## config.mk

```make
export PLATFORM = sky130hd
export DESIGN_NAME = shift_result_display_flat
export DESIGN_NICKNAME = d
export VERILOG_FILES = /design/src/rtl/shift_result_display_if.sv /design/src/rtl/shift_result_display.sv /design/src/flat_wrapper.sv
export SDC_FILE = /design/constraint.sdc
export NUM_CORES = 1
export LEC_CHECK = 0
export CORE_MARGIN = 5
export CORE_UTILIZATION = 40
export DETAILED_ROUTE_END_ITERATION = 6
export SYNTH_ARGS = -nofsm -noshare
export SYNTH_HDL_FRONTEND = slang
export SYNTH_SLANG_ARGS = --single-unit
```

## constraint.sdc

```tcl
create_clock -name i_clk -period 4.5 [get_ports i_clk]
set_clock_uncertainty 0.05 [all_clocks]
set_input_delay 0.45 -clock i_clk [delete_from_list [all_inputs] [get_ports i_clk]]
set_output_delay 0.45 -clock i_clk [all_outputs]
set_load 0.01 [all_outputs]
```

## src/rtl/shift_result_display_if.sv

```systemverilog
// Valid/ready handshake bundle between the barrel shifter stage and the result display.
// W is the shifted word width and must match 2**N of the attached display.
interface shift_result_display_if #(
   parameter int W = 8
);
   logic [W-1:0] data_in;
   logic         lr_in;
   logic         data_valid;
   logic         data_ready;

   modport master (
      output data_in,
      output lr_in,
      output data_valid,
      input  data_ready
   );

   modport slave (
      input  data_in,
      input  lr_in,
      input  data_valid,
      output data_ready
   );
endinterface

```

## src/rtl/shift_result_display.sv

```systemverilog
// Captures a shifted word plus its direction flag, then scans it as hex onto a 4-digit
// active-low seven-segment display. Optional: SHIFT_DISPLAY_LZ_BLANK_EN blanks leading zeros.
//
// state   | meaning
// S_READY | data_ready=1, next data_valid captures the word
// S_HOLD  | data_ready=0, keeps the word on display until the next frame_end
module shift_result_display #(
   parameter int N        = 3,
   parameter int SCAN_DIV = 100000
) (
   input  logic                  i_clk,
   input  logic                  i_rst,
   shift_result_display_if.slave bus,
   output logic [3:0]            o_an,
   output logic [6:0]            o_seg,
   output logic                  o_dp
);

   localparam int W      = 2**N;
   localparam int DIGITS = W / 4;
   localparam int PW     = (SCAN_DIV > 1) ? $clog2(SCAN_DIV) : 1;

   typedef enum logic {
      S_READY = 1'b0,
      S_HOLD  = 1'b1
   } state_t;

   state_t         r_state;
   state_t         w_state_nxt;
   logic           w_capture;

   logic [PW-1:0]  r_presc;
   logic [1:0]     r_idx;
   logic           r_upd;
   logic           w_tick;
   logic           w_frame_end;

   logic [W-1:0]   r_disp;
   logic           r_lr;

   logic [3:0]     w_nib;
   logic           w_show;
   logic [3:0]     w_an;
   logic [6:0]     w_seg;
   logic           w_dp;

   function automatic logic [6:0] hex_font(input logic [3:0] nib);
      logic [6:0] f;
      case (nib)
         4'h0:    f = 7'b1000000;
         4'h1:    f = 7'b1111001;
         4'h2:    f = 7'b0100100;
         4'h3:    f = 7'b0110000;
         4'h4:    f = 7'b0011001;
         4'h5:    f = 7'b0010010;
         4'h6:    f = 7'b0000010;
         4'h7:    f = 7'b1111000;
         4'h8:    f = 7'b0000000;
         4'h9:    f = 7'b0010000;
         4'hA:    f = 7'b0001000;
         4'hB:    f = 7'b0000011;
         4'hC:    f = 7'b1000110;
         4'hD:    f = 7'b0100001;
         4'hE:    f = 7'b0000110;
         default: f = 7'b0001110;
      endcase
      return f;
   endfunction

   // Slot scan: always four slots per frame, even when fewer digits are driven.
   assign w_tick      = (r_presc == PW'(SCAN_DIV - 1));
   assign w_frame_end = w_tick && (r_idx == 2'd3);

   always_ff @(posedge i_clk or posedge i_rst) begin
      if (i_rst) begin
         r_presc <= '0;
         r_idx   <= 2'd0;
         r_upd   <= 1'b1;
      end else begin
         r_presc <= w_tick ? '0 : r_presc + 1'b1;
         if (w_tick) begin
            r_idx <= r_idx + 2'd1;
         end
         r_upd <= w_tick;
      end
   end

   always_ff @(posedge i_clk or posedge i_rst) begin
      if (i_rst) begin
         r_state <= S_READY;
      end else begin
         r_state <= w_state_nxt;
      end
   end

   always_comb begin
      w_state_nxt = r_state;
      w_capture   = 1'b0;
      case (r_state)
         S_READY: begin
            if (bus.data_valid) begin
               w_capture   = 1'b1;
               w_state_nxt = S_HOLD;
            end
         end
         S_HOLD: begin
            if (w_frame_end) begin
               w_state_nxt = S_READY;
            end
         end
         default: w_state_nxt = S_READY;
      endcase
   end

   assign bus.data_ready = (r_state == S_READY);

   always_ff @(posedge i_clk or posedge i_rst) begin
      if (i_rst) begin
         r_disp <= '0;
         r_lr   <= 1'b0;
      end else if (w_capture) begin
         r_disp <= bus.data_in;
         r_lr   <= bus.lr_in;
      end
   end

   always_comb begin
      w_nib  = 4'(r_disp >> {r_idx, 2'b00});
      w_show = ({1'b0, r_idx} < 3'(DIGITS));
`ifdef SHIFT_DISPLAY_LZ_BLANK_EN
      if ((r_idx != 2'd0) && ((r_disp >> {r_idx, 2'b00}) == '0)) begin
         w_show = 1'b0;
      end
`else
`endif
      w_an  = w_show ? ~(4'b0001 << r_idx) : 4'b1111;
      w_seg = w_show ? hex_font(w_nib) : 7'b1111111;
      w_dp  = !((r_idx == 2'd0) && r_lr);
   end

   // Outputs refresh only once per slot, so a capture never tears a digit mid-slot.
   always_ff @(posedge i_clk or posedge i_rst) begin
      if (i_rst) begin
         o_an  <= 4'b1111;
         o_seg <= 7'b1111111;
         o_dp  <= 1'b1;
      end else if (r_upd) begin
         o_an  <= w_an;
         o_seg <= w_seg;
         o_dp  <= w_dp;
      end
   end

endmodule

```

## src/flat_wrapper.sv

```systemverilog
// flat-port wrapper written by rule: the top's interface ports become plain ports
module shift_result_display_flat 
#(
   parameter int N        = 3,
   parameter int SCAN_DIV = 100000
)
  (i_clk, i_rst, o_an, o_seg, o_dp, bus_data_in, bus_lr_in, bus_data_valid, bus_data_ready);
  shift_result_display_if #(.W(8)) bus_i ();
  input  logic i_clk;
  input  logic i_rst;
  output logic [3:0] o_an;
  output logic [6:0] o_seg;
  output logic o_dp;
  input wire logic [$bits(bus_i.data_in)-1:0] bus_data_in;
  input wire logic [$bits(bus_i.lr_in)-1:0] bus_lr_in;
  input wire logic [$bits(bus_i.data_valid)-1:0] bus_data_valid;
  output wire logic [$bits(bus_i.data_ready)-1:0] bus_data_ready;
  assign bus_i.data_in = bus_data_in;
  assign bus_i.lr_in = bus_lr_in;
  assign bus_i.data_valid = bus_data_valid;
  assign bus_data_ready = bus_i.data_ready;
  shift_result_display #(.N(N), .SCAN_DIV(SCAN_DIV)) u_core (.i_clk(i_clk), .i_rst(i_rst), .bus(bus_i), .o_an(o_an), .o_seg(o_seg), .o_dp(o_dp));
endmodule
```

==> results.tsv <==
metric	value	unit
synth_common_cells	dfrtp_1 (29), nor2_1 (22), dfstp_2 (13)	
yosys.area_share.simple	17.6	%
multiInputGateArea	0.00108	mm²
synthFlopType	dfrtp_1	
power	0.000776	W
path_clk_slew	90	ps
synth_mux_area_share	9.46	%
finalWorstSetupSlack	2110	ps
postSynthCellCount	201	
pwr-share-clk	38.7	%
worstHoldPathType	reg -> reg	
seq_area	0.00107	mm²
rows	27	
arrival	2570	ps
synth_top_area_cell	dfrtp_1	
synth_area_leaders	dfrtp_1 (33%), dfstp_2 (15%), ha_1 (6.8%)	
worstSkewPairLatency	300	ps
core	0.00544	mm²
cp_slowest_cell	dfrtp_1	
wirelength	4270	µm
min_path_cells	1	
synth.avg_cell_area	11.0	µm²
vdd_drop_max	0.176	mV
netSwitchingPower	0.000184	W
avgRoutedWirePerCell	14.3	µm
min_to	u_core.o_dp	
critPathBufInv	1	
cts_tree	built	
synth_top_family_by_area	simple AND/OR/NAND/NOR gates	
dr.first_iter.drc_count	61	
synth.cell_area	0.00221	mm²
r2r_slack	2110	ps
cts_sinks	42	
cts_buffers	5	
dpl.hpwl	2950	µm
post_cts_buffers	0	
relSlewSlack	43.4	%
fin_nets	249	
leakage	1.08	nW
drt-vias-per-instance	5.22	
status	complete, no violations	
chipWidth	84.3	µm
path_class	reg -> reg	
rsz0062_at_grt	no	
hp-start	u_core.r_lr	
async_flop_share	100	%
synth.most_common_cell	dfrtp_1	
drive_above_1_share	16.4	%
share_seq_of_total_power	51.4	%
tightest_slew	825	ps
ios	25	
holdBufCountCts	0	
antenna_left	0	
wl_met1	1970	µm
synth_nets	225	
dieArea	0.00711	mm²
worst_setup_path_start_kind	flip-flop	
fmax	419	MHz
track_usage	12.6	%
post-route-period-util	53.1	%
antenna_found_initial	0	
synth_compound_area_share	9.18	%
grt_max_degree	23	
num_antenna_cells	0	
synth-adder-area-share	6.80	%
reg2reg_depth	6	
critPathMaxStageDelay	740	ps
grt_first_pass_wirelength	7290	µm
routed.top_layer	met4	
synth_top_area_share	32.9	%
drv_cap	0	
die_h	84.3	µm
cpLargestDelayFamily	flip-flops	
vias	1556	
grt_overflow	0	
yosysUniqueCellTypes	43	
p_per_area	296	mW/mm²
power_frac_comb	9.9	%
grt_pass1_vias	1531	
ys_seq_elements	42	
path_max_fanout	18	
ctsResizeCount	0	
root_buffer	clkbuf_8	
synthXorXnorAreaFrac	5.95	%
timing.critical_path.required	4690	ps
synth_edf_count	0	
p_int	0.000591	W
r2r_end	u_core.o_seg[3]	
start_util	40.6	%
drc	0	
port-buffer-count	24	
fillers	501	
area.growth.synth_to_final	18.6	%
htreeDepth	2	
wl_met2	2070	µm
seq_area_frac_synth	48.3	%
endpoint_kind	flip-flop	
power_switching_share	23.8	%
clk_path_buf_depth	2	
gp_congestion	0.854	
r2r-start	u_core.r_idx[0]	
path_cells	mux2i_1 > nor2_1 > inv_1 > ha_1 > mux4_2 > o22a_1	
wl_met3	155	µm
synth-warning-count	0	
hold_violations	0	
setup_viol	0	
dr.pass1.iters	4	
period_needed	2390	ps
dp_worst_setup_slack	2130	ps
tns	0	ps
drv_slew	0	
## layer usage
layer | vias to the layer above | GRT usage, %
li1 | 762 | -
met1 | 759 | 16.4
met2 | 27 | 20.7
met3 | 8 | 2.65
met4 | 0 | 4.82
met5 | - | 0
## logic make-up (layout without fill, tap and decap cells)
| kind of cell | Yosys count | count (layout) |
|---|---|---|
| AO/OA/AOI/OAI | 31 | 31 |
| XOR/XNOR | 15 | 15 |
| adder cells (fa/ha/maj) | 12 | 12 |
| buffers and inverters | 14 | 39 |
| flip-flops | 42 | 42 |
| multiplexers | 18 | 18 |
| AND/OR/NAND/NOR | 69 | 69 |
## layout by cell type (no fill, tap or decap), drive strengths merged, types with 8 or more instances in the layout
master         count
dfrtp             29
a21oi              8
xor2               8
mux2              10
clkdlybuf4s50     24
nor2              22
nand2             10
dfstp             13
ha                12
## power by group through the flow
stage	sequential, W	clock (W)	combinational, W
2_1_floorplan	0.000402	0	0.0000532
3_3_place_gp	0.000406	0	0.0000749
3_5_place_dp	0.000406	0	0.0000753
4_1_cts	0.000399	0.000311	0.0000764
5_1_grt	0.000401	0.000327	0.0000846
6_report	0.000399	0.000300	0.0000768
## registers in the layout (all words and copies together), names as in the netlist
name,count
u_core.r_idx,2
u_core.o_seg,7
u_core.r_lr,1
u_core.o_dp,1
u_core.r_presc,17
u_core.o_an,4
u_core.r_upd,1
u_core.r_disp,8
u_core.r_state,1
## worst max path at each step
stage	from	end	slack (ps)	cells after the start
2_1_floorplan	u_core.r_idx[0]	u_core.o_seg[3]	2130	8
3_3_place_gp	u_core.r_idx[0]	u_core.o_seg[3]	2240	6
3_5_place_dp	u_core.r_idx[0]	u_core.o_seg[3]	2130	6
4_1_cts	u_core.r_idx[0]	u_core.o_seg[3]	2120	6
5_1_grt	u_core.r_idx[0]	u_core.o_seg[3]	1980	6
6_report	u_core.r_idx[0]	u_core.o_seg[3]	2110	6
## per-stage QoR
step	hold WS, ps	instances	cell area (µm²)	util (%)
finish	380	298	2620	48.1
global route	395	298	2620	48.1
CTS	380	298	2620	48.1
detailed placement	368	290	2510	46.1
global placement	361	290	2510	46.1
floorplan	349	201	2210	-
## area by class of cell
class	count	area share (%)
Multi-Input combinational cell	145	41.3
Sequential cell	42	40.8
Timing Repair Buffer	25	9.46
Tap cell	72	3.44
Clock buffer	6	2.77
Clock inverter	2	1.43
Inverter	6	0.860
Note: power is estimated with default switching activity, not from simulation.
